`src/rtl/sqrt_pkg.sv`:
```
// Shared types and widths for the SquareRoot scheduler.
// Operand widths match the SquareRoot datapath interface.
package sqrt_pkg;

    localparam int SQRT_A_W = 12;
    localparam int SQRT_Q_W = 24;

    typedef enum logic [1:0] {
        IDLE,
        ISSUE,
        WAIT,
        RESP
    } state_t;

endpackage

```
`src/rtl/sqrt_scheduler_rr_arbiter.sv`:
```
// Combinational round-robin picker.
// Grants the first asserted request at or after ptr, wrapping.
module rr_arbiter #(
    parameter int N  = 4,
    parameter int IW = $clog2(N)
) (
    input  logic [N-1:0]  req,
    input  logic [IW-1:0] ptr,
    output logic [N-1:0]  gnt,
    output logic [IW-1:0] gnt_idx
);

    // scan N positions starting at ptr, first hit wins
    always_comb begin
        int  idx;
        logic found;
        gnt     = '0;
        gnt_idx = '0;
        found   = 1'b0;
        idx     = 0;
        for (int k = 0; k < N; k++) begin
            idx = int'(ptr) + k;
            if (idx >= N) idx = idx - N;
            if (!found && req[idx]) begin
                found    = 1'b1;
                gnt[idx] = 1'b1;
                gnt_idx  = IW'(idx);
            end
        end
    end

endmodule

```
`src/rtl/sqrt_scheduler.sv`:
```
// Shares one SquareRoot unit among N_REQ requesters.
// One job in flight: grant, start pulse, fixed wait, then respond.
module sqrt_scheduler
    import sqrt_pkg::*;
#(
    parameter int N_REQ        = 4,
    parameter int SQRT_LATENCY = 24
) (
    input  logic                              clk,
    input  logic                              rst_,
    input  logic [N_REQ-1:0]                  req_valid,
    input  logic [N_REQ-1:0][SQRT_A_W-1:0]    req_a,
    output logic [N_REQ-1:0]                  req_ready,
    output logic                              resp_valid,
    output logic [$clog2(N_REQ)-1:0]          resp_id,
    output logic [SQRT_Q_W-1:0]               resp_q,
    input  logic                              resp_ready,
    output logic                              sqrt_start,
    output logic [SQRT_A_W-1:0]               sqrt_a,
    input  logic [SQRT_Q_W-1:0]               sqrt_q
);

    localparam int IW = $clog2(N_REQ);
    localparam int CW = $clog2(SQRT_LATENCY + 1);
    localparam logic [CW-1:0] CNT_LOAD = CW'(SQRT_LATENCY - 1);
    localparam logic [IW-1:0] LAST_ID  = IW'(N_REQ - 1);

    state_t                r_state;
    state_t                w_next;
    logic [IW-1:0]         r_ptr;
    logic [IW-1:0]         r_id;
    logic [SQRT_A_W-1:0]   r_a;
    logic [CW-1:0]         r_cnt;
    logic                  r_resp_valid;
    logic [IW-1:0]         r_resp_id;
    logic [SQRT_Q_W-1:0]   r_resp_q;

    logic [N_REQ-1:0]      w_gnt;
    logic [IW-1:0]         w_gnt_idx;
    logic                  w_xfer;
    logic                  w_done;
    logic                  w_hs;

    rr_arbiter #(
        .N  (N_REQ),
        .IW (IW)
    ) u_arb (
        .req     (req_valid),
        .ptr     (r_ptr),
        .gnt     (w_gnt),
        .gnt_idx (w_gnt_idx)
    );

    assign w_xfer = (r_state == IDLE) && (|w_gnt);
    assign w_done = (r_state == WAIT) && (r_cnt == '0);
    assign w_hs   = (r_state == RESP) && resp_ready;

    assign sqrt_a     = r_a;
    assign resp_valid = r_resp_valid;
    assign resp_id    = r_resp_id;
    assign resp_q     = r_resp_q;

    // next state plus grant and start strobes
    always_comb begin
        w_next     = r_state;
        req_ready  = '0;
        sqrt_start = 1'b0;
        unique case (r_state)
            IDLE: begin
                req_ready = w_gnt;
                if (w_xfer) w_next = ISSUE;
            end
            ISSUE: begin
                sqrt_start = 1'b1;
                w_next     = WAIT;
            end
            WAIT: begin
                if (w_done) w_next = RESP;
            end
            RESP: begin
                if (resp_ready) w_next = IDLE;
            end
            default: w_next = IDLE;
        endcase
    end

    // state register
    always_ff @(posedge clk or posedge rst_) begin
        if (rst_) r_state <= IDLE;
        else      r_state <= w_next;
    end

    // capture the winner and advance the round-robin pointer past it
    always_ff @(posedge clk or posedge rst_) begin
        if (rst_) begin
            r_ptr <= '0;
            r_id  <= '0;
            r_a   <= '0;
        end else if (w_xfer) begin
            r_id  <= w_gnt_idx;
            r_a   <= req_a[w_gnt_idx];
            r_ptr <= (w_gnt_idx == LAST_ID) ? '0 : w_gnt_idx + IW'(1);
        end
    end

    // latency countdown, loaded while the start pulse is out
    always_ff @(posedge clk or posedge rst_) begin
        if (rst_) begin
            r_cnt <= '0;
        end else if (r_state == ISSUE) begin
            r_cnt <= CNT_LOAD;
        end else if ((r_state == WAIT) && (r_cnt != '0)) begin
            r_cnt <= r_cnt - CW'(1);
        end
    end

    // response register, held until the consumer accepts
    always_ff @(posedge clk or posedge rst_) begin
        if (rst_) begin
            r_resp_valid <= 1'b0;
            r_resp_id    <= '0;
            r_resp_q     <= '0;
        end else if (w_done) begin
            r_resp_valid <= 1'b1;
            r_resp_id    <= r_id;
            r_resp_q     <= sqrt_q;
        end else if (w_hs) begin
            r_resp_valid <= 1'b0;
        end
    end

endmodule

```
`config.mk`:
```
export PLATFORM = sky130hd
export DESIGN_NAME = sqrt_scheduler
export DESIGN_NICKNAME = d
export VERILOG_FILES = /design/src/rtl/sqrt_pkg.sv /design/src/rtl/sqrt_scheduler_rr_arbiter.sv /design/src/rtl/sqrt_scheduler.sv
export SDC_FILE = /design/constraint.sdc
export NUM_CORES = 1
export LEC_CHECK = 0
export CAP_MARGIN = 20
export CORE_ASPECT_RATIO = 0.6
export CORE_MARGIN = 4
export CORE_UTILIZATION = 41
export CTS_BUF_LIST = sky130_fd_sc_hd__clkbuf_8
export CTS_CLUSTER_DIAMETER = 150
export DETAILED_ROUTE_END_ITERATION = 16
export PLACE_DENSITY = 0.78
export SETUP_SLACK_MARGIN = 0.15
export SYNTH_ARGS = -nofsm -noshare
export SYNTH_HDL_FRONTEND = slang
export SYNTH_HIERARCHICAL = 1
export SYNTH_SLANG_ARGS = --single-unit
```
`constraint.sdc`:
```
create_clock -name clk -period 4 [get_ports clk]
set_clock_uncertainty 0.1 [all_clocks]
set_input_delay 1.2 -clock clk [delete_from_list [all_inputs] [get_ports clk]]
set_output_delay 1.2 -clock clk [all_outputs]
set_load 0.005 [all_outputs]
```
# ---- After elaboration in Yosys (flattened, before gate mapping)
# Cells that the tools add are included.
dict set report totals {
  reg_bits 50
  in_bits 79
  output_inout_bits 44
  word_cells 109
}
dict set report classes {
  addsub 9
  order_cmp 13
  n_eq_ne 7
  muxes 48
  n_bitwise 3
  n_reduce_logical 21
}
# cell n
set op_table {}
lappend op_table {{32-bit by 1-bit greater-or-equal comparator with 1-bit output (second input constant)} 4}
lappend op_table {{32-bit by 4-bit < comparator with 1-bit output (second input constant)} 4}
lappend op_table {{32-bit two-way mux} 4}
lappend op_table {{32-bit by 4-bit greater-or-equal comparator with 1-bit output (second input constant)} 3}
lappend op_table {{32-bit by 4-bit subtractor with 32-bit output (second input constant)} 3}
lappend op_table {{12-bit binary-select mux with 2-bit select} 1}
lappend op_table {{4-bit two-way mux} 5}
lappend op_table {{1-bit two-way mux} 18}
lappend op_table {{2-bit two-way mux} 8}
lappend op_table {{12-bit two-way mux} 1}
lappend op_table {{4-bit bitwise OR} 3}
lappend op_table {{1-bit logical AND} 11}
lappend op_table {{5-bit two-way mux} 2}
lappend op_table {{1-bit binary-select mux with 2-bit select} 4}
lappend op_table {{1-bit demux with 2-bit select} 4}
lappend op_table {{2-bit case mux with 4 select lines} 1}
lappend op_table {{2-bit by 2-bit adder with 3-bit output (second input constant)} 2}
lappend op_table {{2-bit == test (second input constant)} 3}
lappend op_table {{2-bit inequality test (second input constant)} 3}
lappend op_table {{5-bit zero test} 1}
lappend op_table {{5-bit nonzero test} 1}
lappend op_table {{5-bit by 1-bit subtractor with 5-bit output (second input constant)} 1}
lappend op_table {{2-bit nonzero test} 2}
lappend op_table {{4-bit OR reduction} 1}
lappend op_table {{9 further kinds} 11}

# ---- Logic depth before layout (Yosys ltp)
# Gate-level depths: netlist of run 1.
dict set report logic_depth {
  depth_word 19
  ltp_mapped 12
  depth_no_buf 10
}

# ---- Hierarchy
# The synthesis of run 1 kept the hierarchy.
# mod instances cells_per_inst area_per_inst_um2 seq_area_each_um2
set modules_own_cells {}
lappend modules_own_cells {sqrt_scheduler 1 159 2396.0 1251.2}
lappend modules_own_cells {rr_arbiter 1 49 456.7 0.0}

# ---- Worst setup path after synthesis of run 1
# Ideal clock, no wire load.
dict set report synth_path {
  kind {in2out}
  from {input port req_valid[1]}
  to {output port req_ready[3]}
  arrival_time_ps 2525
  required_time_ps 2700
  setup_slack_ps 175
  cell_stages 6
  n_path_buf 0
  path_cell_list {mux4_2 nand2b_4 nor3_4 a22oi_1 o21ai_1 and2_1}
}
dict set report synth_between {
  elab_chain_cells 14
  word_cells_on_any_way 29
}
# element line
set synth_rtl {}
lappend synth_rtl {{from (decl)} sqrt_scheduler.sv:11} ;# input logic [N_REQ-1:0] req_valid,
lappend synth_rtl {{1-bit binary-select mux with 2-bit select} sqrt_scheduler_rr_arbiter.sv:24} ;# if (!found && req[idx]) begin
lappend synth_rtl {{1-bit two-way mux (not written as such) (2 in a row)} sqrt_scheduler_rr_arbiter.sv:24}
lappend synth_rtl {{1-bit two-way mux} sqrt_scheduler_rr_arbiter.sv:24}
lappend synth_rtl {{1-bit zero test} sqrt_scheduler_rr_arbiter.sv:24}
lappend synth_rtl {{1-bit logical AND} sqrt_scheduler_rr_arbiter.sv:24}
lappend synth_rtl {{1-bit two-way mux} sqrt_scheduler_rr_arbiter.sv:24}
lappend synth_rtl {{1-bit zero test} sqrt_scheduler_rr_arbiter.sv:24}
lappend synth_rtl {{1-bit logical AND} sqrt_scheduler_rr_arbiter.sv:24}
lappend synth_rtl {{1-bit two-way mux} sqrt_scheduler_rr_arbiter.sv:24}
lappend synth_rtl {{1-bit zero test} sqrt_scheduler_rr_arbiter.sv:24}
lappend synth_rtl {{1-bit logical AND} sqrt_scheduler_rr_arbiter.sv:24}
lappend synth_rtl {{4-bit two-way mux *} sqrt_scheduler_rr_arbiter.sv:24}
lappend synth_rtl {{net w_gnt[3]} sqrt_scheduler.sv:38} ;# logic [N_REQ-1:0] w_gnt;
lappend synth_rtl {{4-bit two-way mux *} sqrt_scheduler.sv:68} ;# unique case (r_state)
lappend synth_rtl {{to (decl)} sqrt_scheduler.sv:13} ;# output logic [N_REQ-1:0] req_ready,
# The timed path passes the listed nets; every way through them passes the cells marked *. The select of a mux whose other input is x is not followed.

# ---- Worst setup path after layout of run 1
dict set report layout_path {
  from {input port req_valid[3]}
  to {output port req_ready[0]}
}
# The elaborated chain is that of the path after synthesis.

==> results.txt, run 1 <==
----------------------------------------------------
[Run status]
  Run status ... complete, but fails checks
  Violations in the final reports ... negative setup slack

[Power]
  Ratio of total power to cell area ... around 800 nW/um2
  Share of power burned in combinational logic ... 0.733
  Internal power ... ~2.6 mW
  Clock share of power ... 0.077
  Seq pwr share ... 0.191
  Peak ir drop on the vdd network ... 1.02 mV
  Power dissipated by switching net loads ... ~1.4 mW
  Share of total power consumed by net switching ... 0.348
  Static Leakage ... 2.17 nW

[Cells and area]
  Core utilization of the finished layout ... 0.739
  Area Overhead vs Synth ... 73.7%
  Antenna cells ... 0
  Share of post-route cells with drive strength above 1 ... 0.399
  Nets@finish ... 481

[Drt]
  Detailed-route wire length ... ~8700 um
  Iteration count of the initial detailed-routing pass ... 4
  Average vias per placed instance ... 5.19
  Post-route DRC ... 0
  Routed vias ... 2465
  Violation count after the first detailed-routing iteration ... 100
  Number of antenna-violating nets in the routed design ... 0
  Post-DR wirelength/cell ... between 15 and 20 um

[STA]
  Highest clock rate ... between 0.2 and 0.25 GHz
  Clock period minus worst slack ... about 4300 ps
  Max-slew violation count ... 0
  Hold Slack ... about 400 ps
  Number of setup violations in the final report ... 21
  Worst-margin pin slew ... between 500 and 600 ps
  Final Worst Setup Slack ... -262 ps
  RSZ-0062 raised after global routing ... true
  Worst rel slew slack ... 0.614
  Tcrit/Tclk final ... 1.07
  Final hold vios ... 0

[Synth]
  Async set-reset flop share out of synthesis ... 1.00
  Synthesized area per cell ... about 14 um2
  Top cell type's share of synthesized area ... 0.439
  List of most frequent post-synthesis cells ... 50 x sky130_fd_sc_hd__dfrtp_1, 37 x sky130_fd_sc_hd__mux2_2, 15 x sky130_fd_sc_hd__ha_1, 15 x sky130_fd_sc_hd__mux4_2
  Post-Syn Nets ... about 300
  Biggest area consumer among synthesized cells ... sky130_fd_sc_hd__dfrtp_1
  Synth Register Bits ... 50
  Register area share after synthesis ... 0.439
  Synth Flop Type ... sky130_fd_sc_hd__dfrtp_1
  Combined area of all synthesized cells ... 2850 um2
  Number of enable-type register cells in the synthesized netlist ... 0
  Number of warnings reported in the yosys synthesis log ... 6
  Number of distinct library cell variants in the gate-level netlist after synthesis ... 44
  Cell types with the largest area share after synthesis ... sky130_fd_sc_hd__dfrtp_1 44%, sky130_fd_sc_hd__mux2_2 15%, sky130_fd_sc_hd__mux4_2 12%, sky130_fd_sc_hd__ha_1 6.6%, sky130_fd_sc_hd__mux2_1 2.4%
  Number of cells produced by synthesis ... 208
  Library cell with the highest instance count after synthesis ... sky130_fd_sc_hd__dfrtp_1

[GRT]
  Number of antenna violations at the first check in global routing ... 0
  Maximum number of pins on one net before global-route repair ... 28
  Wire length of the first global-routing pass ... between 10000 and 15000 um
  Vias in the first global route ... roughly 2600
  Grt total ovfl ... 0
  GRT Total Usage ... 0.202

[Clocking]
  Number of buffers created by CTS ... 5
  Clock Tree Buf Depth ... 2
  Clock slew seen by the registers of the worst setup and hold paths ... ~100 ps
  Post-CTS Hold Buffers ... 0
  Clock latency reported for the late side of the worst-skew pair ... 310 ps
  Maximum level of the CTS H-tree ... 2
  Number of sinks driven by the clock tree ... 50
  Clock tree from TritonCTS ... done
  Buffer cell driving the clock tree root ... sky130_fd_sc_hd__clkbuf_8

[Critical path]
  Category of the most critical setup path ... input pin to primary output
  Worst setup SP type ... input pin
  Reg2Reg Depth ... 21
  Setup slack of the worst register-to-register path ... 90 ps
  Worst Path Arrival ... ~3000 ps
  Terminus of the critical flop-to-flop path ... sqrt_a[4]$_DFFE_PP0P_
  Reg-to-Reg Start ... r_ptr[0]$_DFFE_PP0P_
  Critical Path Source ... req_valid[3]
  Critical Path RT ... roughly 2700 ps
  Worst-path fanout max ... 5
  CP endpoint ... req_ready[0]
  Type of element capturing the critical path ... primary output

[Floorplan]
  Site row count ... 23
  Count of pins on the block boundary ... between 100 and 150
  Initial Utilization ... 0.425
  Die footprint ... between 8000 and 9000 um2
  Placeable Area ... around 6700 um2
  Die Span Y ... 72.6 um
  Die width ... around 120 um

[Place]
  Port-buffer cells ... about 120
  Detail Placement HPWL ... between 5000 and 6000 um
  Routability cong. ... 0.799

[Flow run]
  Maximum capacitance violations ... 0

[Worst hold path]
  Worst min-delay path class ... register to register

----------------------------------------------------
==> how the worst min path moves through the flow <==
stage	from	endpoint	slack, ps	depth (start not counted)
after floorplan	r_id[1]$_DFFE_PP0P_	r_id[1]$_DFFE_PP0P_	360	1
after global placement	resp_valid$_DFFE_PP0P_	resp_valid$_DFFE_PP0P_	370	1
after detailed placement	resp_valid$_DFFE_PP0P_	resp_valid$_DFFE_PP0P_	370	1
after CTS	resp_q[18]$_DFFE_PP0P_	resp_q[18]$_DFFE_PP0P_	400	1
after global routing	resp_q[18]$_DFFE_PP0P_	resp_q[18]$_DFFE_PP0P_	420	1
final	resp_q[18]$_DFFE_PP0P_	resp_q[18]$_DFFE_PP0P_	400	1
==> per-stage QoR <==
stage | instance area (um2) | instances | power [mW] | worst slack [ps] | TNS [ps]
final | 4950 | 475 | 3.94 | -262 | -4640
after global routing | 4950 | 475 | 4.17 | -316 | -5850
after CTS | 4840 | 470 | 3.70 | -168 | -2610
after detailed placement | 4330 | 431 | 2.71 | -834 | -11020
after global placement | 4330 | 431 | 2.66 | -757 | -9800
after floorplan | 2850 | 208 | 1.91 | 175 | 0
==> state kept, by name, indices dropped and copies added (netlist names) <==
register	count
r_id	2
resp_valid	1
r_ptr	2
sqrt_a	12
resp_id	2
r_state	2
resp_q	24
r_cnt	5
==> critical path: stages <==
cell and delay, ps:
sky130_fd_sc_hd__buf_8 100, sky130_fd_sc_hd__buf_6 110, sky130_fd_sc_hd__mux4_2 480, sky130_fd_sc_hd__buf_6 150, sky130_fd_sc_hd__nor3_4 290, sky130_fd_sc_hd__buf_4 190
sky130_fd_sc_hd__a22oi_2 50, sky130_fd_sc_hd__o21ai_1 130, sky130_fd_sc_hd__and2_1 150, sky130_fd_sc_hd__buf_2 110
==> placed cells by master (no fill, tap or decap), types with 3 or more instances in the layout <==
cell | Yosys | final
sky130_fd_sc_hd__clkbuf_8 | 0 | 5
sky130_fd_sc_hd__and3_2 | 3 | 3
sky130_fd_sc_hd__buf_6 | 2 | 26
sky130_fd_sc_hd__buf_2 | 7 | 4
sky130_fd_sc_hd__inv_1 | 8 | 7
sky130_fd_sc_hd__clkdlybuf4s50_1 | 0 | 114
sky130_fd_sc_hd__nor2_1 | 4 | 4
sky130_fd_sc_hd__buf_4 | 0 | 32
sky130_fd_sc_hd__mux2_1 | 6 | 3
sky130_fd_sc_hd__o21ai_1 | 8 | 6
sky130_fd_sc_hd__mux2_2 | 37 | 24
sky130_fd_sc_hd__ha_1 | 15 | 15
sky130_fd_sc_hd__mux4_2 | 15 | 16
sky130_fd_sc_hd__mux2_4 | 0 | 16
sky130_fd_sc_hd__nand2_1 | 5 | 5
sky130_fd_sc_hd__a22oi_1 | 8 | 3
sky130_fd_sc_hd__dfrtp_1 | 50 | 50
sky130_fd_sc_hd__a22oi_2 | 0 | 5
sky130_fd_sc_hd__and2_1 | 4 | 3
sky130_fd_sc_hd__a21oi_1 | 3 | 3
==> power groups by stage <==
| stage | Sequential [mW] | Combinational [mW] | Clock [mW] |
|---|---|---|---|
| final | 0.751 | 2.89 | 0.302 |
| after global routing | 0.778 | 3.06 | 0.334 |
| after CTS | 0.748 | 2.63 | 0.313 |
| after detailed placement | 0.753 | 1.96 | 0 |
| after global placement | 0.749 | 1.91 | 0 |
| after floorplan | 0.771 | 1.14 | 0 |
==> layout make-up <==
type                            instances  area, um2
Clock buffer                            5       68.8
Clock inverter                          3       21.3
Fill cell                             467       1750
Inverter                                9       33.8
Multi-Input combinational cell        139       1640
Sequential cell                        50       1250
Tap cell                               87        109
Timing Repair Buffer                  182       1830
==> routing by layer <==
metal,vias to the layer above,GRT usage,part of all wire
met3,12,0.0646,0.073
met5,-,0,0
li1,1140,-,-
met4,0,0.0515,0.013
met2,94,0.316,0.47
met1,1219,0.275,0.45
==> what timing repair did <==
| item | in CTS | in global routing |
|---|---|---|
| buffers inserted | 29 | 4 |
| pin swaps | 7 | 4 |
| gates cloned | 2 | 0 |
| resized for setup | 80 | 13 |
| endpoints found under the setup margin | 19 | 22 |
==> cell families after synthesis <==
family,after synthesis,share of synthesized area
AO/OA/AOI/OAI,33,0.0855
adder cells (fa/ha/maj),15,0.0658
buffers and inverters,19,0.0333
flip-flops,50,0.439
multiplexers,61,0.304
AND/OR/NAND/NOR,30,0.0724
No activity file was read; power rests on OpenSTA's default activity.
==> inputs of run 2 (changes only) <==
--- a/config.mk
+++ b/config.mk
@@ -10,7 +10,6 @@
 export CORE_MARGIN = 4
 export CORE_UTILIZATION = 41
 export CTS_BUF_LIST = sky130_fd_sc_hd__clkbuf_8
-export CTS_CLUSTER_DIAMETER = 150
 export DETAILED_ROUTE_END_ITERATION = 16
 export PLACE_DENSITY = 0.78
 export SETUP_SLACK_MARGIN = 0.15
==> results of run 2 <==
The final DEF is identical to that of run 1; final timing and power are the same.
==> inputs of run 3 (changes only) <==
--- a/config.mk
+++ b/config.mk
@@ -9,7 +9,6 @@
 export CORE_ASPECT_RATIO = 0.6
 export CORE_MARGIN = 4
 export CORE_UTILIZATION = 41
-export CTS_BUF_LIST = sky130_fd_sc_hd__clkbuf_8
 export DETAILED_ROUTE_END_ITERATION = 16
 export PLACE_DENSITY = 0.78
 export SETUP_SLACK_MARGIN = 0.15
==> results.txt, run 3 (synthesis gave the netlist of run 1 again) <==
----------------------------------------------------
[Critical path]
  Category of the most critical setup path ... input pin to register (was input pin to primary output)
  Reg2Reg Depth ... 17 (was 21)
  Reg-to-Reg Start ... r_ptr[0]$_DFFE_PP0P_ (unchanged)
  Worst-path fanout max ... 7 (was 5)
  Setup slack of the worst register-to-register path ... 240 ps (was 90 ps)
  Terminus of the critical flop-to-flop path ... sqrt_a[8]$_DFFE_PP0P_ (was sqrt_a[4]$_DFFE_PP0P_)
  Critical Path RT ... 4070 ps (was 2700 ps)
  Worst setup SP type ... input pin (unchanged)
  Worst Path Arrival ... 4230 ps (was 2960 ps)
  Type of element capturing the critical path ... register (was primary output)

[Cells and area]
  Commonest non-fill, non-tap cells in the layout ... 114 x sky130_fd_sc_hd__clkdlybuf4s50_1, 50 x sky130_fd_sc_hd__dfrtp_1, 33 x sky130_fd_sc_hd__buf_4 (was 114 x sky130_fd_sc_hd__clkdlybuf4s50_1, 50 x sky130_fd_sc_hd__dfrtp_1, 32 x sky130_fd_sc_hd__buf_4)
  Footprint of the multi-input gates ... 1660 um2 (was 1640 um2)
  Fill cell count ... 444 (was 467)
  Flip-flop count of the largest register, all copies and words added ... 24 (unchanged)
  Nets@finish ... 481 (unchanged)
  Area taken by flip-flops and latches ... 1250 um2 (unchanged)
  Area Overhead vs Synth ... 75.5% (was 73.7%)
  Share of post-route cells with drive strength above 1 ... 0.410 (was 0.399)
  Most common cell after layout, fill and taps aside ... sky130_fd_sc_hd__clkdlybuf4s50_1 (unchanged)
  Antenna cells ... 0 (unchanged)

[Drt]
  Violation count after the first detailed-routing iteration ... 108 (was 100)
  Detailed-route wire length ... 8640 um (was 8690 um)
  Number of antenna-violating nets in the routed design ... 0 (unchanged)
  Post-DR wirelength/cell ... 18.2 um (was 18.3 um)
  Iteration count of the initial detailed-routing pass ... 4 (unchanged)
  Routed vias ... 2460 (was 2465)
  Average vias per placed instance ... 5.18 (was 5.19)
  Post-route DRC ... 0 (unchanged)

[Clocking]
  Clock tree from TritonCTS ... done (unchanged)
  Maximum level of the CTS H-tree ... 2 (unchanged)
  Clock Tree Buf Depth ... 2 (unchanged)
  Clock latency reported for the late side of the worst-skew pair ... 290 ps (was 310 ps)
  Number of sinks driven by the clock tree ... 50 (unchanged)
  Clock slew seen by the registers of the worst setup and hold paths ... 70 ps (was 100 ps)
  Buffer cell driving the clock tree root ... sky130_fd_sc_hd__clkbuf_16 (was sky130_fd_sc_hd__clkbuf_8)
  Post-CTS Hold Buffers ... 0 (unchanged)
  Number of buffers created by CTS ... 5 (unchanged)

[STA]
  Max-slew violation count ... 0 (unchanged)
  Worst rel slew slack ... 0.620 (was 0.614)
  Number of setup violations in the final report ... 22 (was 21)
  Tcrit/Tclk final ... 1.04 (was 1.07)
  Highest clock rate ... 0.241 GHz (was 0.235 GHz)
  Final hold vios ... 0 (unchanged)
  Worst-margin pin slew ... 569 ps (was 578 ps)
  Clock period minus worst slack ... 4150 ps (was 4260 ps)
  Post-route setup TNS ... -2910 ps (was -4640 ps)
  Final Worst Setup Slack ... -155 ps (was -262 ps)
  Hold Slack ... 389 ps (was 396 ps)
  RSZ-0062 raised after global routing ... true (unchanged)

[GRT]
  Met1 routing resource usage after global routing ... 0.268 (was 0.275)
  Vias in the first global route ... 2643 (was 2615)
  GRT Total Usage ... 0.203 (was 0.202)
  Grt total ovfl ... 0 (unchanged)
  Maximum number of pins on one net before global-route repair ... 28 (unchanged)
  Number of antenna violations at the first check in global routing ... 0 (unchanged)
  Busiest metal layer after global routing ... met2 (unchanged)
  Global Route met2 Usage ... 0.321 (was 0.316)
  Global Route met3 Usage ... 0.0713 (was 0.0646)
  Wire length of the first global-routing pass ... 13200 um (about the same)

[Run status]
  Run status ... complete, but fails checks (unchanged)
  Violations in the final reports ... negative setup slack (unchanged)

[Place]
  Port-buffer cells ... 122 (unchanged)
  Routability cong. ... 0.799 (unchanged)
  Detail Placement HPWL ... 5820 um (unchanged)

[Floorplan]
  Die footprint ... 8400 um2 (unchanged)
  Die Span Y ... 72.6 um (unchanged)
  Die width ... 116 um (unchanged)
  Site row count ... 23 (unchanged)
  Placeable Area ... 6710 um2 (unchanged)
  Initial Utilization ... 0.425 (unchanged)
  Count of pins on the block boundary ... 123 (unchanged)

[Power]
  Static Leakage ... 2.19 nW (was 2.17 nW)
  Ratio of total power to cell area ... 807 nW/um2 (was 795 nW/um2)
  Peak ir drop on the vdd network ... 0.895 mV (was 1.02 mV)

[Worst hold path]
  Worst min-delay path class ... register to register (unchanged)
  Worst Min Path Start ... resp_q[18]$_DFFE_PP0P_ (unchanged)
  Endpoint of the worst hold path ... resp_q[18]$_DFFE_PP0P_ (unchanged)
  Cell depth of the worst min-delay path ... 1 (unchanged)

[Flow run]
  Maximum capacitance violations ... 0 (unchanged)

----------------------------------------------------
==> run 3: stage by stage <==
stage / instances / power (mW) / instance area [um2] / util / setup WS [ps]
CTS: 468 / 3.81 / 4900 / 0.731 / -89.4
global route: 475 / 4.27 / 5010 / 0.747 / -213
detailed placement: 431 / 2.71 / 4330 / 0.645 / -834
finish: 475 / 4.04 / 5010 / 0.747 / -155
floorplan: 208 / 1.91 / 2850 / - / 175
global placement: 431 / 2.66 / 4330 / 0.645 / -757
==> run 3: where the power goes <==
part	leakage [nW]	switching (mW)	internal, mW
clock	0.0698	0.193	0.232
sequential	0.587	0.0876	0.662
combinational	1.53	1.11	1.76
==> run 3: what timing repair did <==
item	CTS	global route
resized for setup	89	10
cloned	1	0
endpoints found under the setup margin	19	22
pin swaps	11	6
buffers inserted	28	6
==> run 3: worst max-delay path by stage <==
stage          slack, ps               endpoint          from
2_1_floorplan        180           req_ready[3]  req_valid[1]
5_1_grt             -210  sqrt_a[1]$_DFFE_PP0P_  req_valid[3]
4_1_cts              -90           req_ready[0]  req_valid[3]
3_5_place_dp        -830           req_ready[1]  req_valid[0]
6_report            -150  sqrt_a[8]$_DFFE_PP0P_  req_valid[3]
3_3_place_gp        -760           req_ready[3]  req_valid[0]
==> run 3: per-layer routing <==
metal	vias to the layer above	wire length (um)
li1	1138	-
met1	1214	3780
met2	93	4040
met3	15	666
met4	0	148
met5	-	0
==> run 3: critical path, cell delays in order <==
cell and delay [ps]:
sky130_fd_sc_hd__buf_8 100, sky130_fd_sc_hd__buf_6 110, sky130_fd_sc_hd__mux4_2 550, sky130_fd_sc_hd__buf_6 180
sky130_fd_sc_hd__a22oi_2 170, sky130_fd_sc_hd__o21ai_2 90, sky130_fd_sc_hd__buf_4 140, sky130_fd_sc_hd__buf_6 100
sky130_fd_sc_hd__buf_6 100, sky130_fd_sc_hd__buf_6 100, sky130_fd_sc_hd__buf_6 100, sky130_fd_sc_hd__buf_6 100
sky130_fd_sc_hd__buf_6 110, sky130_fd_sc_hd__o41ai_4 410, sky130_fd_sc_hd__buf_4 190, sky130_fd_sc_hd__clkbuf_16 150
sky130_fd_sc_hd__mux2_4 290
==> run 3: layout make-up <==
cell class / count / area share
Timing Repair Buffer: 182 / 0.360
Multi-Input combinational cell: 139 / 0.332
Sequential cell: 50 / 0.250
Clock buffer: 5 / 0.0250
Tap cell: 87 / 0.0217
Inverter: 9 / 0.00675
Clock inverter: 3 / 0.00425
